<file path="src/rtl/bitplane_serializer_16x4_if.sv">
// Frame-in / bit-plane-out bus for bitplane_serializer_16x4.
// The slave modport is the serializer; the master modport is the frame source and plane sink.
interface bitplane_serializer_16x4_if #(
    parameter int unsigned M = 16,
    parameter int unsigned N = 4
);
    logic           in_valid;
    logic           in_ready;
    logic [M*N-1:0] in_data;
    logic [M-1:0]   data_bits;
    logic           bits_valid;
    logic           bits_first;
    logic           bits_last;

    modport master (
        output in_valid,
        output in_data,
        input  in_ready,
        input  data_bits,
        input  bits_valid,
        input  bits_first,
        input  bits_last
    );

    modport slave (
        input  in_valid,
        input  in_data,
        output in_ready,
        output data_bits,
        output bits_valid,
        output bits_first,
        output bits_last
    );
endinterface

</file>
<file path="src/rtl/bitplane_serializer_16x4.sv">
// Serializes frames of M N-bit operands into N M-bit planes, LSB plane first.
// One frame may wait in a pending buffer so back-to-back frames stream with no gap.
module bitplane_serializer_16x4 #(
    parameter int unsigned M = 16,
    parameter int unsigned N = 4
) (
    input logic                       clk,
    input logic                       rst,
    bitplane_serializer_16x4_if.slave bus
);
    localparam int unsigned   CW      = (N > 1) ? $clog2(N) : 1;
    localparam logic [CW-1:0] LastCnt = CW'(N - 1);

    typedef enum logic {StIdle, StShift} state_t;

    state_t         state_q;
    logic [M*N-1:0] sr_q;
    logic [M*N-1:0] pb_q;
    logic           pb_full_q;
    logic [CW-1:0]  cnt_q;
    logic [M-1:0]   data_bits_q;
    logic           bits_valid_q;
    logic           bits_first_q;
    logic           bits_last_q;
    logic           xfer;

    // Operand k's current LSB lands at plane bit M-1-k.
    function automatic logic [M-1:0] plane_of(input logic [M*N-1:0] f);
        logic [M-1:0] p;
        p = '0;
        for (int k = 0; k < M; k++) begin
            p[M-1-k] = f[N*k];
        end
        return p;
    endfunction

    // Shift every operand right by one so the next plane sits in each LSB.
    function automatic logic [M*N-1:0] shift_ops(input logic [M*N-1:0] f);
        logic [M*N-1:0] o;
        o = '0;
        for (int k = 0; k < M; k++) begin
            o[N*k +: N] = f[N*k +: N] >> 1;
        end
        return o;
    endfunction

    assign bus.in_ready   = !pb_full_q && !rst;
    assign xfer           = bus.in_valid && bus.in_ready;
    assign bus.data_bits  = data_bits_q;
    assign bus.bits_valid = bits_valid_q;
    assign bus.bits_first = bits_first_q;
    assign bus.bits_last  = bits_last_q;

    always_ff @(posedge clk or posedge rst) begin
        if (rst) begin
            state_q      <= StIdle;
            sr_q         <= '0;
            pb_q         <= '0;
            pb_full_q    <= 1'b0;
            cnt_q        <= '0;
            data_bits_q  <= '0;
            bits_valid_q <= 1'b0;
            bits_first_q <= 1'b0;
            bits_last_q  <= 1'b0;
        end else begin
            unique case (state_q)
                StIdle: begin
                    if (xfer) begin
                        state_q      <= StShift;
                        sr_q         <= bus.in_data;
                        cnt_q        <= '0;
                        data_bits_q  <= plane_of(bus.in_data);
                        bits_valid_q <= 1'b1;
                        bits_first_q <= 1'b1;
                        bits_last_q  <= (N == 1);
                    end
                end
                StShift: begin
                    if (cnt_q != LastCnt) begin
                        sr_q         <= shift_ops(sr_q);
                        cnt_q        <= cnt_q + CW'(1);
                        data_bits_q  <= plane_of(shift_ops(sr_q));
                        bits_first_q <= 1'b0;
                        bits_last_q  <= (cnt_q + CW'(1)) == LastCnt;
                        if (xfer) begin
                            pb_q      <= bus.in_data;
                            pb_full_q <= 1'b1;
                        end
                    end else if (pb_full_q) begin
                        // Waiting frame takes over on the last-plane edge: no bubble.
                        sr_q         <= pb_q;
                        pb_full_q    <= 1'b0;
                        cnt_q        <= '0;
                        data_bits_q  <= plane_of(pb_q);
                        bits_first_q <= 1'b1;
                        bits_last_q  <= (N == 1);
                    end else if (xfer) begin
                        sr_q         <= bus.in_data;
                        cnt_q        <= '0;
                        data_bits_q  <= plane_of(bus.in_data);
                        bits_first_q <= 1'b1;
                        bits_last_q  <= (N == 1);
                    end else begin
                        state_q      <= StIdle;
                        cnt_q        <= '0;
                        data_bits_q  <= '0;
                        bits_valid_q <= 1'b0;
                        bits_first_q <= 1'b0;
                        bits_last_q  <= 1'b0;
                    end
                end
                default: state_q <= StIdle;
            endcase
        end
    end
endmodule

</file>
<file path="src/flat_wrapper.sv">
// flat-port wrapper written by rule: the top's interface ports become plain ports
module bitplane_serializer_16x4_flat 
#(
    parameter int unsigned M = 16,
    parameter int unsigned N = 4
)
  (clk, rst, bus_in_valid, bus_in_data, bus_in_ready, bus_data_bits, bus_bits_valid, bus_bits_first, bus_bits_last);
  bitplane_serializer_16x4_if #(.M(M), .N(N)) bus_i ();
  input logic clk;
  input logic rst;
  input wire logic [$bits(bus_i.in_valid)-1:0] bus_in_valid;
  input wire logic [$bits(bus_i.in_data)-1:0] bus_in_data;
  output wire logic [$bits(bus_i.in_ready)-1:0] bus_in_ready;
  output wire logic [$bits(bus_i.data_bits)-1:0] bus_data_bits;
  output wire logic [$bits(bus_i.bits_valid)-1:0] bus_bits_valid;
  output wire logic [$bits(bus_i.bits_first)-1:0] bus_bits_first;
  output wire logic [$bits(bus_i.bits_last)-1:0] bus_bits_last;
  assign bus_i.in_valid = bus_in_valid;
  assign bus_i.in_data = bus_in_data;
  assign bus_in_ready = bus_i.in_ready;
  assign bus_data_bits = bus_i.data_bits;
  assign bus_bits_valid = bus_i.bits_valid;
  assign bus_bits_first = bus_i.bits_first;
  assign bus_bits_last = bus_i.bits_last;
  bitplane_serializer_16x4 #(.M(M), .N(N)) u_core (.clk(clk), .rst(rst), .bus(bus_i));
endmodule
</file>
<file path="config.mk">
export PLATFORM = sky130hd
export DESIGN_NAME = bitplane_serializer_16x4_flat
export DESIGN_NICKNAME = d
export VERILOG_FILES = /design/src/rtl/bitplane_serializer_16x4_if.sv /design/src/rtl/bitplane_serializer_16x4.sv /design/src/flat_wrapper.sv
export SDC_FILE = /design/constraint.sdc
export NUM_CORES = 1
export LEC_CHECK = 0
export ABC_AREA = 0
export CORE_ASPECT_RATIO = 1.1
export CORE_UTILIZATION = 50
export CTS_CLUSTER_DIAMETER = 80
export CTS_CLUSTER_SIZE = 30
export DETAILED_ROUTE_END_ITERATION = 6
export PLACE_DENSITY = 0.77
export RECOVER_POWER = 25
export SKIP_CTS_REPAIR_TIMING = 1
export SYNTH_ARGS = -nofsm -noshare
export SYNTH_HDL_FRONTEND = slang
export SYNTH_SLANG_ARGS = --single-unit
</file>
<file path="constraint.sdc">
create_clock -name clk -period 5.3 [get_ports clk]
set_input_delay 1.59 -clock clk [delete_from_list [all_inputs] [get_ports clk]]
set_output_delay 1.59 -clock clk [all_outputs]
set_load 0.01 [all_outputs]
</file>
* Word level (Yosys, flattened, before mapping)
Cells that the tools add are included.
** Storage, ports and cells
- Flip-flop bits (word level) :: 151
- Bits in latches :: 0
- RAM bits :: 0
- Bits in read-only memories :: 0
- Input port bits :: 67
- Output and inout bits :: 20
- Memories :: 0
** Operators by class
- Add/subtract/negate cells :: 1
- Multipliers :: 0
- Divide/modulo/power cells :: 0
- $lt $le $gt $ge :: 0
- Equality and inequality tests :: 7
- Shift operators :: 0
- Mux-type cells :: 27
- Bitwise gates (word level) :: 1
- Reductions and logical operators :: 7
** Operators by type and width (number)
- two-way mux 64 bit :: 3
- case mux 64 bit (2 select lines) :: 1
- two-way mux 16 bit :: 4
- case mux 16 bit (2 select lines) :: 1
- two-way mux 1 bit :: 11
- != test 2 bit (second input constant) :: 4
- case mux 1 bit (2 select lines) :: 4
- two-way mux 2 bit :: 2
- != test 2 x 1 -> 1 bit (second input constant) :: 2
- case mux 2 bit (2 select lines) :: 1
- AND reduction 4 bit :: 1
- AND reduction 3 bit :: 1
- adder 2 x 1 -> 2 bit (second input constant) :: 1
- == test 2 bit (second input constant) :: 1
- logical AND 1 bit :: 2
- zero test 1 bit :: 2
- AND reduction 2 bit :: 1
- inverter 1 bit :: 1

* Logic depth before layout (Yosys ltp)
- Word-level depth :: 7
- Gate-level depth with buffers :: 7

* Least setup slack after synthesis
OpenSTA, ideal clock, no wires.
- Path kind :: input port to output port
- Start :: input rst
- End :: output bus_in_ready
- Arrival time :: 1.747 ns
- Data required time :: 3.710 ns
- Slack :: 1.963 ns
- Cell stages on the path :: 1
- Buffers on the path :: 0
- Cell sequence :: nor2_1
** On the way
- Longest elaborated chain between the ends :: 2
** Ends and longest elaborated chain
- start: declaration :: line flat_wrapper.sv:10 : input logic rst;
- zero test 1 bit :: line bitplane_serializer_16x4.sv:47 : assign bus.in_ready = !pb_full_q && !rst;
- logical AND 1 bit :: line bitplane_serializer_16x4.sv:47
- end: declaration :: line flat_wrapper.sv:13 : output wire logic [$bits(bus_i.in_ready)-1:0] bus_in_ready;
No other way between the ends.

* Worst setup path after layout
Same ends and word-level chain as after synthesis.

==> results by group <==
Run status
  – Status: finished with violations
  – Failing checks: max-capacitance violations, max-slew violations

Die
  – Cell Rows: 42
  – Die Y: 120 µm
  – Die area: 13,000 µm²
  – I/O pin count: 87
  – Core area: 12,100 µm²
  – Initial Utilization: 51.8%
  – Die width: 109 µm

Logic synthesis
  – Most numerous cell in the Yosys netlist: dfrtp_1
  – Post-Syn Nets: 661
  – Post-synth EDFFs: 0
  – Top cells by area, synth: dfrtp_1, mux2_1, nand2_1
  – Synth Area per Inst: 10.6 µm²
  – Commonest cells in the netlist: dfrtp_1, nand2_1, o21ai_0
  – Async S/R FF share, synth: 100%
  – Synth area leader: dfrtp_1
  – Top cell type's share of synthesized area: 53.7%
  – Cells after synthesis: 592
  – Yosys reg bits: 135
  – Main synth FF type: dfrtp_1
  – Ys Warns: 0
  – Seq/Total Area, Yosys: 53.7%
  – Mapped cell area: 6290 µm²
  – Netlist cell types: 32

Route
  – DRT iter0 DRCs: 324
  – Antenna Nets Post-Route: 0
  – WL/cell: 18.0 µm
  – Avg Vias per Cell: 5.82
  – Post-route DRC: 0
  – Total Wirelength: 15,000 µm
  – Detailed Routing Iterations Pass 1: 5
  – Via count: 4,855

Placed design
  – PortBufs: 86
  – Pre-CTS setup slack: 0.827 ns
  – Placed Instances: 802
  – Gpl congestion: 0.760
  – Dpl cell area: 7270 µm²
  – HPWL after DPL: 9390 µm

Finish
  – Antenna cells: 0
  – Fin area: 7820 µm²
  – Core Util, Final: 64.5%
  – Share of layout cells above drive strength 1: 9.71%
  – Nets: 736
  – Non-filler cells, final: 834
  – Area growth, synth to finish: 24.5%

Global route
  – Global Route Usage Sum: 25.1%
  – Largest net degree at the start of global routing: 92
  – Initial antenna violation count: 0
  – First-pass GRT wire length: 25,100 µm
  – Grt total ovfl: 0
  – Vias in the first global route: 5,031

Setup path
  – CP max FO: 5
  – CP Launch Type: input port
  – CP Class: in -> out
  – Critical path arrival: 2.94 ns
  – Required time worst endpoint: 3.71 ns
  – Crit end category: primary output

Power and ir drop
  – Combinational power share: 34.3%
  – Peak supply drop: 0.000342 V
  – Switching pwr: 1.49 mW
  – Clk pwr share: 25.1%
  – P_leak: 3.51 nW
  – Total Power: 4.34 mW
  – Sw Share: 34.4%
  – Pwr dens: 555 nW/µm²
  – Sequential group share of total power: 40.6%
  – P_int: 2.84 mW

STA
  – Hold slack: 0.472 ns
  – Max Slew Vio Count: 92
  – RSZ-0062 raised after global routing: false
  – Final setup viols: 0
  – Min cycle time layout: 4.53 ns
  – Setup WS post-layout: 0.774 ns
  – Worst-margin pin slew: 1.95 ns
  – Setup TNS: 0 ns
  – Slew HR: -30.5%
  – Hold Violations, Final: 0
  – FMAX: 221 MHz
  – Final Cycle Share: 85.4%
  – Clock Skews: 0.00853 ns

CTS
  – CTS Buf Count: 17
  – Clk_lat worst skew: 0.41 ns
  – Reg clk slew, reported paths: 0.05 ns
  – CTS sink count: 135
  – CTS Buffer Depth: 2
  – CTS root buffer: clkbuf_16
  – CTS tree: built
  – Htree depth: 4

Worst hold path
  – Worst Hold Class: reg -> reg

Flow run
  – Max-cap violations: 1
-- cell families (layout without fill, tap and decap cells) --
group | Yosys count | count (layout) | share of synthesized area, %
muxes | 108 | 108 | 18.7
adders and majority gates | 2 | 2 | 0.398
buffers and inverters | 62 | 150 | 4.00
AOI/OAI and AO/OA | 147 | 147 | 13.9
DFF | 135 | 135 | 53.7
and+or+nand+nor | 138 | 138 | 9.28
-- routing by layer --
metal  routed length (µm)  GRT usage (%)  vias up
met5                    0              0        -
met4                  114           7.52        0
met3                 1010           6.30       13
met2                 7420           40.1      178
met1                 6450           33.8     2440
li1                     -              -     2224
-- worst max-delay path: stages --
cell	delay, ns
dlygate4sd3_1	0.65
nor2_1	0.15
clkdlybuf4s50_1	0.55
-- cells in the final DEF (no fill, tap or decap), types with 6 or more instances in the layout --
master | synthesis | routed
buf_4 | 1 | 13
a21oi_1 | 44 | 43
inv_1 | 18 | 17
mux2_2 | 14 | 14
o21ai_0 | 66 | 66
dfrtp_1 | 135 | 134
clkdlybuf4s50_1 | 0 | 85
nand3_1 | 13 | 13
a221o_1 | 10 | 10
mux2i_1 | 34 | 34
nand2_1 | 94 | 94
clkbuf_16 | 0 | 17
nor2_1 | 17 | 17
a22o_1 | 17 | 17
clkinv_2 | 0 | 6
mux2_1 | 60 | 60
-- state kept, by name, summed over array words and instances, names as in the netlist --
name and flops:
u_core.pb_full_q 1, u_core.bus.bits_valid 1, u_core.pb_q 64, u_core.sr_q 48, u_core.cnt_q 2, u_core.bus.bits_last 1
u_core.bus.bits_first 1, u_core.bus.data_bits 16, u_core.state_q 1
-- power groups by stage --
stage / Sequential (mW) / Clock, mW / Combinational [mW]
floorplan: 1.69 / 0 / 1.05
global placement: 1.74 / 0 / 1.42
detailed placement: 1.77 / 0 / 1.49
CTS: 1.75 / 1.10 / 1.50
global route: 1.81 / 1.16 / 1.66
finish: 1.76 / 1.09 / 1.49
-- layout make-up --
| cell class | count | area [µm²] |
|---|---|---|
| inverter | 19 | 75.1 |
| clock inverter | 9 | 75.1 |
| timing repair buffer | 99 | 958 |
| tap | 154 | 193 |
| sequential | 135 | 3380 |
| fill | 965 | 4320 |
| clock buffer | 23 | 478 |
| multi-input combinational | 395 | 2670 |
-- final timing paths --
path	start	cells after the start	slack [ns]	endpoint
max	rst	3	0.77	bus_in_ready
min	u_core.sr_q[22]$_DFF_PP0_	2	0.47	u_core.sr_q[21]$_DFF_PP0_
max reg2reg	u_core.state_q$_DFF_PP0_	5	2.51	u_core.pb_q[7]$_DFFE_PP0P_
min reg2reg	u_core.sr_q[22]$_DFF_PP0_	2	0.47	u_core.sr_q[21]$_DFF_PP0_
max in group asynchronous	rst	3	1.80	u_core.bus.bits_valid$_DFFE_PP0P_
min in group asynchronous	rst	2	2.35	u_core.pb_full_q$_DFFE_PP0P_
Power figures use the tool's default switching activity.
